$ cat src/rtl/cursor_pkg.sv
// Shared types and constants for the cursor navigator: select FSM states and
// board geometry with wrap-around helpers.
package cursor_pkg;

    typedef enum logic {
        IDLE     = 1'b0,
        SRC_HELD = 1'b1
    } sel_state_t;

    localparam logic [2:0] BOARD_MAX = 3'd7;

    function automatic logic [2:0] wrap_inc(input logic [2:0] v);
        return (v == BOARD_MAX) ? 3'd0 : v + 3'd1;
    endfunction

    function automatic logic [2:0] wrap_dec(input logic [2:0] v);
        return (v == 3'd0) ? BOARD_MAX : v - 3'd1;
    endfunction

endpackage

$ cat src/rtl/button_debounce.sv
// One push-button channel: 2-flop synchronizer, stability counter and a
// registered rising-edge detector producing a single-clock press pulse.
module button_debounce
    import cursor_pkg::*;
#(
    parameter int DEBOUNCE_CYCLES = 16
) (
    input  logic clk,
    input  logic reset,
    input  logic i_btn,
    output logic o_press
);

    localparam int CNT_W = (DEBOUNCE_CYCLES > 1) ? $clog2(DEBOUNCE_CYCLES) : 1;
    localparam logic [CNT_W-1:0] CNT_LAST = CNT_W'(DEBOUNCE_CYCLES - 1);

    logic             r_sync1;
    logic             r_sync2;
    logic             r_level;
    logic             r_level_d;
    logic             r_press;
    logic [CNT_W-1:0] r_cnt;

    always_ff @(posedge clk or posedge reset) begin
        if (reset) begin
            r_sync1   <= 1'b0;
            r_sync2   <= 1'b0;
            r_level   <= 1'b0;
            r_level_d <= 1'b0;
            r_press   <= 1'b0;
            r_cnt     <= '0;
        end else begin
            r_sync1 <= i_btn;
            r_sync2 <= r_sync1;
            // The level flips on the DEBOUNCE_CYCLES-th consecutive differing sample.
            if (r_sync2 != r_level) begin
                if (r_cnt == CNT_LAST) begin
                    r_level <= r_sync2;
                    r_cnt   <= '0;
                end else begin
                    r_cnt <= r_cnt + CNT_W'(1);
                end
            end else begin
                r_cnt <= '0;
            end
            r_level_d <= r_level;
            r_press   <= r_level & ~r_level_d;
        end
    end

    assign o_press = r_press;

endmodule

$ cat src/rtl/cursor_nav.sv
// Board cursor driven by five debounced buttons, with a two-step select FSM
// that latches a source square and then a destination square as a move.
module cursor_nav
    import cursor_pkg::*;
#(
    parameter int DEBOUNCE_CYCLES = 16
) (
    input  logic       clk,
    input  logic       reset,
    input  logic       btn_up,
    input  logic       btn_down,
    input  logic       btn_left,
    input  logic       btn_right,
    input  logic       btn_sel,
    output logic [2:0] cursor_row,
    output logic [2:0] cursor_col,
    output logic       src_held,
    output logic [2:0] src_row,
    output logic [2:0] src_col,
    output logic [2:0] dst_row,
    output logic [2:0] dst_col,
    output logic       move_valid
);

    logic w_up, w_down, w_left, w_right, w_sel;

    button_debounce #(.DEBOUNCE_CYCLES(DEBOUNCE_CYCLES)) u_up (
        .clk(clk), .reset(reset), .i_btn(btn_up), .o_press(w_up)
    );
    button_debounce #(.DEBOUNCE_CYCLES(DEBOUNCE_CYCLES)) u_down (
        .clk(clk), .reset(reset), .i_btn(btn_down), .o_press(w_down)
    );
    button_debounce #(.DEBOUNCE_CYCLES(DEBOUNCE_CYCLES)) u_left (
        .clk(clk), .reset(reset), .i_btn(btn_left), .o_press(w_left)
    );
    button_debounce #(.DEBOUNCE_CYCLES(DEBOUNCE_CYCLES)) u_right (
        .clk(clk), .reset(reset), .i_btn(btn_right), .o_press(w_right)
    );
    button_debounce #(.DEBOUNCE_CYCLES(DEBOUNCE_CYCLES)) u_sel (
        .clk(clk), .reset(reset), .i_btn(btn_sel), .o_press(w_sel)
    );

    sel_state_t r_state;
    sel_state_t w_state_next;
    logic       w_latch_src;
    logic       w_latch_dst;
    logic       w_on_src;

    logic [2:0] r_row, r_col;
    logic [2:0] r_src_row, r_src_col;
    logic [2:0] r_dst_row, r_dst_col;
    logic       r_move_valid;

    // Compare against the registered cursor so a coincident move uses the old square.
    assign w_on_src = (r_row == r_src_row) && (r_col == r_src_col);

    always_ff @(posedge clk or posedge reset) begin
        if (reset) begin
            r_state <= IDLE;
        end else begin
            r_state <= w_state_next;
        end
    end

    always_comb begin
        w_state_next = r_state;
        w_latch_src  = 1'b0;
        w_latch_dst  = 1'b0;
        case (r_state)
            IDLE: begin
                if (w_sel) begin
                    w_latch_src  = 1'b1;
                    w_state_next = SRC_HELD;
                end
            end
            SRC_HELD: begin
                if (w_sel) begin
                    w_state_next = IDLE;
                    w_latch_dst  = !w_on_src;
                end
            end
            default: w_state_next = IDLE;
        endcase
    end

    always_ff @(posedge clk or posedge reset) begin
        if (reset) begin
            r_row        <= 3'd0;
            r_col        <= 3'd0;
            r_src_row    <= 3'd0;
            r_src_col    <= 3'd0;
            r_dst_row    <= 3'd0;
            r_dst_col    <= 3'd0;
            r_move_valid <= 1'b0;
        end else begin
            if (w_up && !w_down) begin
                r_row <= wrap_dec(r_row);
            end else if (w_down && !w_up) begin
                r_row <= wrap_inc(r_row);
            end
            if (w_left && !w_right) begin
                r_col <= wrap_dec(r_col);
            end else if (w_right && !w_left) begin
                r_col <= wrap_inc(r_col);
            end
            if (w_latch_src) begin
                r_src_row <= r_row;
                r_src_col <= r_col;
            end
            if (w_latch_dst) begin
                r_dst_row <= r_row;
                r_dst_col <= r_col;
            end
            r_move_valid <= w_latch_dst;
        end
    end

    assign cursor_row = r_row;
    assign cursor_col = r_col;
    assign src_row    = r_src_row;
    assign src_col    = r_src_col;
    assign dst_row    = r_dst_row;
    assign dst_col    = r_dst_col;
    assign move_valid = r_move_valid;
    assign src_held   = (r_state == SRC_HELD);

endmodule

$ cat config.mk
export PLATFORM = sky130hd
export DESIGN_NAME = cursor_nav
export DESIGN_NICKNAME = d
export VERILOG_FILES = /design/src/rtl/cursor_pkg.sv /design/src/rtl/button_debounce.sv /design/src/rtl/cursor_nav.sv
export SDC_FILE = /design/constraint.sdc
export NUM_CORES = 1
export LEC_CHECK = 0
export BUFFER_PORTS_ARGS = -buffer_cell sky130_fd_sc_hd__buf_4
export CAP_MARGIN = 20
export CORE_ASPECT_RATIO = 0.8
export CORE_MARGIN = 3
export CORE_UTILIZATION = 50
export CTS_CLUSTER_SIZE = 40
export DETAILED_ROUTE_END_ITERATION = 8
export PLACE_DENSITY = 0.79
export SLEW_MARGIN = 20
export SYNTH_ARGS = -nofsm -noshare
export SYNTH_HDL_FRONTEND = slang
export SYNTH_SLANG_ARGS = --single-unit
$ cat constraint.sdc
create_clock -name clk -period 5.8 [get_ports clk]
set_input_delay 0.87 -clock clk [delete_from_list [all_inputs] [get_ports clk]]
set_output_delay 0.87 -clock clk [all_outputs]
set_load 0.1 [all_outputs]
Yosys cells after proc, flatten, opt, wreduce, memory -nomap -nowiden. Cells that the tools add are included.

Register bits: 65. Input bits: 7. Output and inout bits: 20. Logic and storage cells: 115.

$add $sub $neg: 9. Equality and inequality tests: 14. Mux-type cells: 24. Bitwise operators: 11. Reductions and logical operators: 19.

Operator list (count): $mux 4 (10); $mux 3 (8); $add 4x1->4 const B (5); $eq 4x4->1 const B (5); $reduce_and 2->1 (5); $add 3x1->3 const B (2); $eq 3x3->1 (2); $eq 3x3->1 const B (2); $logic_not 3->1 (2); $not 1->1 (6); $sub 3x1->3 const B (2); $and 1x1->1 (5); $logic_and 1x1->1 (5); $logic_not 1->1 (5); $mux 1 (5); $ne 1x1->1 (5); $reduce_bool 2->1 (2); $pmux 1 s2 (1).

Longest topological paths before layout.
Word-level depth: 5. Depth in mapped cells: 6. Depth with buffers taken out: 6.

Modules after synthesis. From an unflattened synthesis, not the netlist that was laid out.

Cell total of the unflattened synthesis: 199. Area, all modules: 2715.1 sq um.

By module, submodules not included: button_debounce (instances 5, cells each 22, area an instance 331.6 sq um, seq. area each 225.2 sq um); cursor_nav (instances 1, cells each 89, area an instance 1057.3 sq um, seq. area each 500.5 sq um).

Worst setup path after synthesis. Ideal clock, no wire load.

Kind: reg-to-reg. From: reg r_col[0] (netlist: cursor_col[0]). To: reg r_dst_row[2] (netlist: dst_row[2]). Setup time: 126 ps. Data arrival time: 2002 ps. Data required time: 5674 ps. Path slack: 3672 ps. Cell stages (with the launch flop): 5. Buffers on the path: 0. Cell sequence: dfrtp_1 -> xor2_1 -> nor4_2 -> a31oi_4 -> mux2_2.

Longest elaborated chain between the ends: 5.

RTL lines: from (decl) (RTL line cursor_nav.sv:49) `logic [2:0] r_row, r_col;`; from (signal assigned) (RTL line cursor_nav.sv:102) `r_col <= wrap_dec(r_col);`; from (signal assigned) (RTL line cursor_nav.sv:104) `r_col <= wrap_inc(r_col);`; $eq 3x3->1 (RTL line cursor_nav.sv:55) `assign w_on_src = (r_row == r_src_row) && (r_col == r_src_col);`; $logic_and 1x1->1 (RTL line cursor_nav.sv:55); $logic_not 1->1 (RTL line cursor_nav.sv:79) `w_latch_dst = !w_on_src;`; $mux 1 (RTL line cursor_nav.sv:77) `if (w_sel) begin`; $mux 1 (RTL line cursor_nav.sv:69) `case (r_state)`; named net w_latch_dst (RTL line cursor_nav.sv:46) `logic w_latch_dst;`; to (signal assigned) (RTL line cursor_nav.sv:111) `r_dst_row <= r_row;`; to (decl) (RTL line cursor_nav.sv:51) `logic [2:0] r_dst_row, r_dst_col;`.

The timed path passes the listed nets, and every way through them passes these cells. A chain may end at the register's enable or synchronous reset.

Final worst setup path.
From: reg r_col[0] (netlist: cursor_col[0]). To: out cursor_col[0].

RTL lines: to (decl) (RTL line cursor_nav.sv:16) `output logic [2:0] cursor_col,`.

No word-level cell between the ends.

==> metrics.yaml <==
timing:
  finalSetupViolations: 0
  fin_crit_ns: 2.04
  maxSlewViolCount: 0
  max_freq_ghz: 0.490
  timing.hold.ws_ns: 0.350
  worst_pin_slew_ns: 0.776
  final.setup.tns_ns: 0
  min_period_over_period: 0.352
  slew_headroom: 0.483
  hold_violations: 0
  fin_skew_ns: 0.00869
  rsz0062_at_grt: "no"
worst_setup_path:
  cp-startpoint: "cursor_col[0]$_DFFE_PP0P_"
  crit_cells: 1
  r2r_slack_ns: 4.10
  r2r-end: "dst_col[2]$_DFFE_PP0P_"
  worstPathRequired_ns: 4.93
  cp-end-kind: "primary output"
  worstSetupPathType: "reg2out"
  worst_setup_path_start_kind: "flip-flop"
  slowest_stage: "dfrtp_1"
  critPathCapture: "cursor_col[0]"
  crit_fanout: 8
  r2r_start: "cursor_col[0]$_DFFE_PP0P_"
  path_cells: "buf_4"
  cpPeakStageDelay_ns: 0.49
  path_buf_inv: 1
  crit_arrival_ns: 1.17
  crit_family: "flip-flops"
  reg2regPathDepth: 4
clock_tree:
  cts-htree-levels: 3
  hold_buffers: 0
  post-cts-setup-buffers: 0
  path_clk_slew_ns: 0.06
  cts_resized: 0
  cts_tree: "done"
  cts-root-buf: "clkbuf_8"
  cts_sinks: 65
  numCtsBuffers: 9
  clock_path_buffers: 2
  clock_latency_ns: 0.33
detailed_routing:
  ant_nets: 0
  drt_iter0_markers: 43
  drt-pass1-iter-count: 5
  drc_errors: 0
  vias: 1612
  vias_per_cell: 5.23
  wl_per_cell_um: 13.7
  routed_wirelength_um: 4220
global_routing:
  first_global_vias: 1573
  grt_usage: 0.150
  antenna_found_initial: 0
  grt_max_degree: 66
  grt-ovfl-total: 0
  grt_pass1_wl_um: 7070
floorplan:
  fp.dieH_um: 71.5
  die-area_mm2: 0.00629
  rows: 23
  ios: 27
  core_region_area_mm2: 0.00509
  fp.dieW_um: 87.9
  start_util: 0.527
placement:
  gp_congestion: 0.796
  dp_hpwl_um: 2870
  io_buffers: 26
  postPlaceCellArea_mm2: 0.00296
power_and_ir_drop:
  p_leak_nw: 1.52
  combinationalPowerShare: 0.064
  p_sw_frac: 0.231
  pwr-share-seq: 0.571
  p_int_mw: 0.647
  p_switching_mw: 0.194
  power.density_mw_per_mm2: 270
  vdd_drop_max_uv: 166
  power_frac_clock: 0.364
synthesis:
  yosysSeqAreaShare: 0.606
  synth_edf_count: 0
  ys_seq_elements: 65
  postSynthAreaPerCell_um2: 13.0
  synthArstFlopShare: 1.00
  synth_ff_type: "dfrtp_1"
  postSynthCellCount: 207
  yosys_warnings: 0
  syn_nets: 230
  syn_area_mm2: 0.00268
  ys_types: 23
flow_run:
  maxCapViolations: 0
cells_and_area:
  antenna_cells: 0
  layout-drive-gt1-share: 0.236
  areaGrowthSynthToFinish_pct: 15.9
  fin_nets: 267
  mostFrequentLayoutCell: "dfrtp_1"
  stdcell_area_mm2: 0.00311
  mostFrequentLayoutCells: "65 x dfrtp_1, 27 x buf_4, 17 x mux2_2"
outcome:
  status: "complete, no violations"
hold_path:
  worstHoldPathType: "reg2reg"
metrics by stage:
stage / setup WS (ns) / power, mW / util / instances
finish: 3.76 / 0.841 / 0.611 / 308
global route: 3.70 / 0.882 / 0.611 / 308
CTS: 3.73 / 0.855 / 0.611 / 308
detailed placement: 4.10 / 0.543 / 0.581 / 295
global placement: 4.13 / 0.542 / 0.581 / 295
floorplan: 3.30 / 0.528 / - / 207
per-layer routing:
metal | wire length, um | part of all wire | GRT usage | up-vias
met3 | 255 | 0.060 | 0.0655 | 7
li1 | - | - | - | 787
met5 | 0 | 0 | 0 | -
met4 | 54 | 0.013 | 0.0681 | 0
met2 | 1960 | 0.46 | 0.225 | 37
met1 | 1950 | 0.46 | 0.189 | 781
cells by family after synthesis:
family / synth area share
flops: 0.606
simple gates: 0.100
compound gates: 0.0732
mux: 0.0713
xor+xnor: 0.0522
buf+inv: 0.0224
fa+ha+maj: 0.0746
cells in the mapped netlist (all sizes together) (5+ instances only):
library cell   n  area [um^2]
nor2b         14         87.6
xnor2         12          105
inv           15         56.3
ha            16          200
nor3b          6         45.0
nand4b         5         43.8
o21ai         10         50.1
nand3          5         25.0
a21oi         13         65.1
dfrtp         65         1630
mux2          17          191
nor2           9         33.8
area by class of cell:
cell class	count	area, um^2
clock buffer	12	145
inverter	15	56.3
sequential	65	1630
clock inverter	1	5.00
tap	62	77.6
fill	408	1980
timing repair buffer	27	203
multi-input combinational	126	997
worst min-delay path by stage:
stage	start	end	slack (ns)	cells past startpoint
floorplan	u_down.r_sync1$_DFF_PP0_	u_down.r_sync2$_DFF_PP0_	0.33	0
global placement	u_up.r_sync1$_DFF_PP0_	u_up.r_sync2$_DFF_PP0_	0.33	0
detailed placement	u_up.r_sync1$_DFF_PP0_	u_up.r_sync2$_DFF_PP0_	0.34	0
CTS	u_right.r_sync1$_DFF_PP0_	u_right.r_sync2$_DFF_PP0_	0.35	0
global route	u_down.r_sync1$_DFF_PP0_	u_down.r_sync2$_DFF_PP0_	0.36	0
finish	u_right.r_sync1$_DFF_PP0_	u_right.r_sync2$_DFF_PP0_	0.35	0
sequential cells by signal, indices dropped and copies added (netlist names), 3 cells and up:
register / flops
cursor_col: 3
u_down.r_cnt: 4
u_left.r_cnt: 4
src_col: 3
cursor_row: 3
u_up.r_cnt: 4
u_sel.r_cnt: 4
u_right.r_cnt: 4
dst_col: 3
src_row: 3
dst_row: 3
power groups by stage:
stage / clock network (mW) / logic (mW) / registers, mW
after floorplan: 0 / 0.0318 / 0.496
after detailed placement: 0 / 0.0549 / 0.488
after global placement: 0 / 0.0542 / 0.487
after CTS: 0.319 / 0.0552 / 0.480
final: 0.306 / 0.0541 / 0.481
after global routing: 0.338 / 0.0613 / 0.482
No activity file was read; power rests on OpenSTA's default activity.
